File: src/rtl/gate_scanner_pkg.sv
// Shared types and golden truth tables for the gate scanner.
package gate_scanner_pkg;

    typedef enum logic [2:0] {
        OpAnd  = 3'd0,
        OpOr   = 3'd1,
        OpNot  = 3'd2,
        OpNand = 3'd3,
        OpNor  = 3'd4,
        OpXor  = 3'd5,
        OpXnor = 3'd6,
        OpBuf  = 3'd7
    } op_e;

    typedef enum logic [1:0] {
        StIdle   = 2'd0,
        StSettle = 2'd1,
        StSample = 2'd2,
        StDone   = 2'd3
    } state_e;

    // Nibble k is the expected table of op k; bit r holds the output for row r = {a, b}.
    localparam logic [7:0][3:0] GOLDEN = {
        4'hC, 4'h9, 4'h6, 4'h1, 4'h7, 4'h3, 4'hE, 4'h8
    };

endpackage

File: src/rtl/gate_scanner.sv
// Walks all eight gates through four input rows and captures their truth tables.
// Define GATE_SCANNER_CHECK_EN to compare captured tables against GOLDEN into mismatch.
module gate_scanner
    import gate_scanner_pkg::*;
#(
    parameter int unsigned SETTLE_CYCLES = 1
) (
    input  logic        clk,
    input  logic        rst,
    input  logic        start,
    output logic        busy,
    output logic        done,
    output logic [2:0]  op_sel,
    output logic        stim_a,
    output logic        stim_b,
    input  logic        gate_in,
    output logic [31:0] table_out,
    output logic [7:0]  mismatch
);

    localparam logic [3:0] SettleLast = 4'(SETTLE_CYCLES - 1);

    state_e      r_state, w_state_next;
    logic [2:0]  r_op, w_op_next;
    logic [1:0]  r_row, w_row_next;
    logic [3:0]  r_cnt, w_cnt_next;
    logic [31:0] r_table, w_table_next;

    always_ff @(posedge clk or posedge rst) begin
        if (rst) begin
            r_state <= StIdle;
            r_op    <= 3'd0;
            r_row   <= 2'd0;
            r_cnt   <= 4'd0;
            r_table <= 32'd0;
        end else begin
            r_state <= w_state_next;
            r_op    <= w_op_next;
            r_row   <= w_row_next;
            r_cnt   <= w_cnt_next;
            r_table <= w_table_next;
        end
    end

    always_comb begin
        w_state_next = r_state;
        w_op_next    = r_op;
        w_row_next   = r_row;
        w_cnt_next   = r_cnt;
        w_table_next = r_table;
        unique case (r_state)
            StIdle: begin
                if (start) begin
                    w_state_next = StSettle;
                    w_op_next    = 3'd0;
                    w_row_next   = 2'd0;
                    w_cnt_next   = 4'd0;
                    w_table_next = 32'd0;
                end
            end
            StSettle: begin
                if (r_cnt == SettleLast) begin
                    w_cnt_next   = 4'd0;
                    w_state_next = StSample;
                end else begin
                    w_cnt_next = r_cnt + 4'd1;
                end
            end
            StSample: begin
                w_table_next[{r_op, r_row}] = gate_in;
                // Last vector stays on the bus through DONE; counters clear on the way to IDLE.
                if (r_op == 3'd7 && r_row == 2'd3) begin
                    w_state_next = StDone;
                end else begin
                    w_state_next = StSettle;
                    w_row_next   = r_row + 2'd1;
                    if (r_row == 2'd3) begin
                        w_op_next = r_op + 3'd1;
                    end
                end
            end
            StDone: begin
                w_state_next = StIdle;
                w_op_next    = 3'd0;
                w_row_next   = 2'd0;
            end
            default: w_state_next = StIdle;
        endcase
    end

`ifdef GATE_SCANNER_CHECK_EN
    logic [7:0] r_mismatch, w_mismatch_next;

    // Evaluated on the final capture edge so the flags are valid while done is high.
    always_comb begin
        w_mismatch_next = r_mismatch;
        if (r_state == StIdle && start) begin
            w_mismatch_next = 8'd0;
        end else if (r_state == StSample && r_op == 3'd7 && r_row == 2'd3) begin
            for (int k = 0; k < 8; k++) begin
                w_mismatch_next[k] = (w_table_next[k*4 +: 4] != GOLDEN[k]);
            end
        end
    end

    always_ff @(posedge clk or posedge rst) begin
        if (rst) begin
            r_mismatch <= 8'd0;
        end else begin
            r_mismatch <= w_mismatch_next;
        end
    end

    assign mismatch = r_mismatch;
`else
    assign mismatch = 8'd0;
`endif

    assign busy      = (r_state != StIdle);
    assign done      = (r_state == StDone);
    assign op_sel    = r_op;
    assign stim_a    = r_row[1];
    assign stim_b    = r_row[0];
    assign table_out = r_table;

endmodule

File: config.mk
export PLATFORM = sky130hd
export DESIGN_NAME = gate_scanner
export DESIGN_NICKNAME = d
export VERILOG_FILES = /design/src/rtl/gate_scanner_pkg.sv /design/src/rtl/gate_scanner.sv
export SDC_FILE = /design/constraint.sdc
export NUM_CORES = 1
export LEC_CHECK = 0
export ABC_AREA = 1
export BUFFER_PORTS_ARGS = -buffer_cell sky130_fd_sc_hd__buf_2
export CAP_MARGIN = 30
export CORE_ASPECT_RATIO = 0.6
export CORE_MARGIN = 1.5
export CORE_UTILIZATION = 40
export CTS_CLUSTER_SIZE = 40
export DETAILED_ROUTE_END_ITERATION = 12
export HOLD_SLACK_MARGIN = 0.1
export PLACE_DENSITY = 0.66
export SKIP_CTS_REPAIR_TIMING = 1
export SLEW_MARGIN = 20
export SYNTH_ARGS = -nofsm -noshare
export SYNTH_HDL_FRONTEND = slang
export SYNTH_SLANG_ARGS = --single-unit
File: constraint.sdc
create_clock -name clk -period 1.24 [get_ports clk]
set_input_delay 0.124 -clock clk [delete_from_list [all_inputs] [get_ports clk]]
set_output_delay 0.124 -clock clk [all_outputs]
set_load 0.05 [all_outputs]
* Word level (Yosys, flattened, before mapping)
Index checks and enable logic that the tools add are counted.
Word-level totals: output and inout bits 47, RAM bits 0, bits of input ports 4, memories kept 0, flip-flop bits (word level) 43, logic and storage cells 51, bits in latches 0, memory bits (read-only) 0
Cells by class: multipliers 0, order comparisons 2, equal/unequal tests 9, add/subtract/negate cells 3, bitwise operators 0, divide/modulo/power cells 0, shifts and indexed selects 0, mux-type cells 19, reductions and logical operators 13
Operators by type and width (number):
- $pmux W32 S2 | 1
- $bwmux W32 | 1
- $mux W32 | 1
- $mux W2 | 5
- $mux W3 | 3
- $pmux W3 S3 | 1
- $mux W4 | 2
- $ne A2 B2 Y1 const B | 4
- $pmux W2 S4 | 1
- $pmux W4 S2 | 1
- $eq A2 B2 Y1 const B | 3
- $lt A5 B6 Y1 const B | 1
- $pmux W2 S3 | 1
- $reduce_and A2 Y1 | 3
- $reduce_bool A2 Y1 | 3
- $demux W1 S5 | 1
- $ge A5 B1 Y1 const B | 1
- $add A4 B1 Y4 const B | 1
- $logic_not A4 Y1 | 1
- $reduce_and A4 Y1 | 1
- $add A3 B1 Y3 const B | 1
- $eq A3 B3 Y1 const B | 1
- $reduce_and A3 Y1 | 1
- $reduce_bool A3 Y1 | 1
- other kinds (5) | 6

* Depth between registers and ports, before layout
depth in word-level cells 6, gate-level depth with buffers 8, mapped depth without buffers 7

* Worst setup path after synthesis
Ideal clock, no wire load.
path kind reg-to-reg, from reg r_row[0], to reg r_table[15] (netlist: table_out[15]), buffers on the path 1, setup time 0.119 ns, data required time 1.121 ns, path slack -0.426 ns, arrival 1.546 ns, cell stages (with the launch flop) 8, clock period less this slack 1.666 ns, cell sequence dfrtp_1 > ha_1 > clkbuf_1 > nand4_1 > nand2_1 > nand2_1 > nand2_1 > nand2_1
Between the ends: cells in the longest elaborated chain, start to end 6, elaborated cells between the ends (all ways) 7, classes of those cells order compare (2); mux (4); reduce/logical (1)
RTL lines:
- from (decl) | line gate_scanner.sv:25 | logic [1:0] r_row, w_row_next;
- from (signal assigned) | line gate_scanner.sv:39 | r_row <= w_row_next;
- $lt A5 B6 Y1 (not written as such) or $ge A5 B1 Y1 (tied branches) | line gate_scanner.sv:70 | w_table_next[{r_op, r_row}] = gate_in;
- $logic_and A1 B1 Y1 (not written as such) | line gate_scanner.sv:70
- $mux W1 (not written as such) | line gate_scanner.sv:70
- $demux W1 S5 * | line gate_scanner.sv:70
- $bwmux W32 * | line gate_scanner.sv:70
- $pmux W32 S2 * | line gate_scanner.sv:51 | unique case (r_state)
- to (signal assigned) | line gate_scanner.sv:41 | r_table <= w_table_next;
- to (decl) | line gate_scanner.sv:27 | logic [31:0] r_table, w_table_next;
Every way passes the cells marked *; elsewhere a longest branch is shown, timed or not. A chain may end at the register's enable or synchronous reset.

* Worst setup path after layout
from reg r_row[1], to reg r_table[19] (netlist: table_out[19])
Same word-level chain as after synthesis.

==> results.cfg <==
[clock_network]
clock_latency_ns = 0.29
path_clk_slew_ns = 0.08
cts_sinks = 43
numCtsBuffers = 5
cts_tree = yes
root_buffer = clkbuf_8
htree_levels = 2
clockBufferDepth = 2

[final_layout]
final_common_cell = nand2_1
area_growth_pct = 31.1
antennaDiodeCount = 0
layoutNonFillerInstCount = 523
layout.nets = 450
final_cell_mix = 162 x nand2_1, 38 x buf_2, 37 x dfrtp_1
drive_above_1_share_pct = 29.8
nFillCells = 624

[placement]
place_inst = 497
dp_hpwl_um = 4350
io_buffers = 42
routabilityCongestion = 0.782

[floorplanning]
chipWidth_um = 108
rows = 22
ios = 51
fp.dieArea_um2 = 7080
initial_core_util_pct = 42.2
die_y_um = 65.8
core_um2 = 6220

[routing]
drt-initial-drc-count = 82
drt-total-wl_um = 6280
via_per_inst = 4.73
drc = 0
vias = 2472
ant_nets = 0
routedWlPerCell_um = 12.0
first_pass_iters = 4

[job]
cap_violations = 0

[logic_synthesis]
yosys_register_bits = 43
yosysUniqueCellTypes = 27
synth.avg_cell_area_um2 = 7.22
netlist_instances = 364
synth-seq-area-share_pct = 41.0
synth-edff-count = 0
ys.flop_type = dfrtp_1
ys.warnings.count = 0
syn_area_um2 = 2630
async_reset_ff_share_pct = 100

[global_route]
grt_pass1_wl_um = 10400
grt_pass1_vias = 2191
grt_usage_pct = 18.5
antenna_found_initial = 0
overflow = 0
grt_max_degree = 44

[timing]
hold_viol = 0
slew_viol_final = 0
skew_ns = 0.00963
finalSetupViolations = 35
max_freq_mhz = 746
layout_setup_ws_ns = -0.100
rsz0062_at_grt = yes
min_period_ns = 1.34
fin_crit_sh_pct = 108

[setup_path]
worstPathArrival_ns = 1.53
critPathMaxFanout = 6
critPathKind = reg2reg
reg2reg_depth = 8
cp-end-kind = flop
critical_path_required_ns = 1.43
startpoint_type = flop

[status]
outcome = complete, but fails checks
failed_checks = setup timing

[power_and_ir_drop]
power_leakage_uw = 0.00205
fin_total_pwr_uw = 2680
powerDensity_nw_per_um2 = 777
vdd_ir_drop_max_v = 0.000432

[worst_hold_path]
hp-class = in2reg
hold_depth = 6
cells in the mapped netlist, types with 2 or more instances:
cell	n	share of area, %
nand2_1	167	24
dfrtp_1	43	41
inv_1	37	5.3
nand4_1	28	6.7
buf_4	15	4.3
nand3_1	14	2.7
ha_1	8	3.8
buf_2	7	1.3
o21ai_0	7	1.3
nor2_1	6	0.86
buf_6	5	2.1
inv_2	4	0.57
a21oi_1	3	0.57
clkbuf_1	3	0.43
o21ai_1	3	0.57
nor2_4	2	0.86
xor2_1	2	0.67
kinds of logic (layout without fill, tap and decap cells):
group           count (synthesis)  count (layout)  share of synthesized area (%)
compound gates                 16              16                           3.72
xor+xnor                        2               2                          0.667
fa+ha+maj                       8               8                           3.81
buf+inv                        72             139                           14.2
flops                          43              43                           41.0
other cells                     1               8                          0.143
simple gates                  222             223                           36.4
worst max-delay path: stages (launching register included):
cell     delay [ns]
dfrtp_2        0.42
buf_6          0.12
ha_4           0.21
buf_12         0.12
nand4_1        0.13
nand2_1        0.10
nand2_1        0.05
nand2_1        0.05
nand2_1        0.04
metrics by stage:
| stage | setup TNS, ns | utilization (%) | worst slack (ns) | hold WS (ns) | cell area, um^2 |
|---|---|---|---|---|---|
| 2_1_floorplan | -2.88 | - | -0.112 | 0.380 | 2770 |
| 3_3_place_gp | -0.595 | 49.7 | -0.0685 | 0.205 | 3090 |
| 3_5_place_dp | -1.17 | 49.7 | -0.0743 | 0.203 | 3090 |
| 4_1_cts | -2.19 | 51.0 | -0.147 | -0.119 | 3170 |
| 5_1_grt | -5.08 | 55.4 | -0.191 | 0.389 | 3440 |
| 6_report | -1.81 | 55.4 | -0.100 | 0.364 | 3440 |
per-layer routing:
metal  vias to the layer above  share of wire (%)  track usage, %
li1                       1264                  -               -
met1                      1147                 51            27.3
met2                        56                 44            28.3
met3                         5                5.0            4.37
met4                         0               0.38            2.47
met5                         -                  0               0
final timing paths:
kind / startpoint / end / slack (ns)
min reg2reg: table_out[30] / table_out[30] / 0.47
min: gate_in / table_out[31] / 0.36
max in group asynchronous: rst / op_sel[0] / 0.57
max reg2reg: r_row[1] / table_out[19] / -0.10
min in group asynchronous: rst / table_out[27] / 0.44
max: r_row[1] / table_out[19] / -0.10
report_power, final:
part	leakage, uW	internal (uW)	switching (uW)
sequential	0.000523	1440	21.0
clock	0.0000395	402	479
combinational	0.00149	62.1	274
sequential cells by signal (all words and copies together) (netlist names):
register	cells
op_sel	3
r_cnt	4
r_row	2
r_state	2
table_out	32
area by class of cell:
type	count	area [um^2]	share of cell area (%)
repair buffers	90	723	21.0
well taps	84	105	3.05
multi-input cells	257	1290	37.5
inverters	41	161	4.69
clock buffers	8	80.1	2.33
flip-flops and latches	43	1080	31.5
No activity file was read; power rests on OpenSTA's default activity.
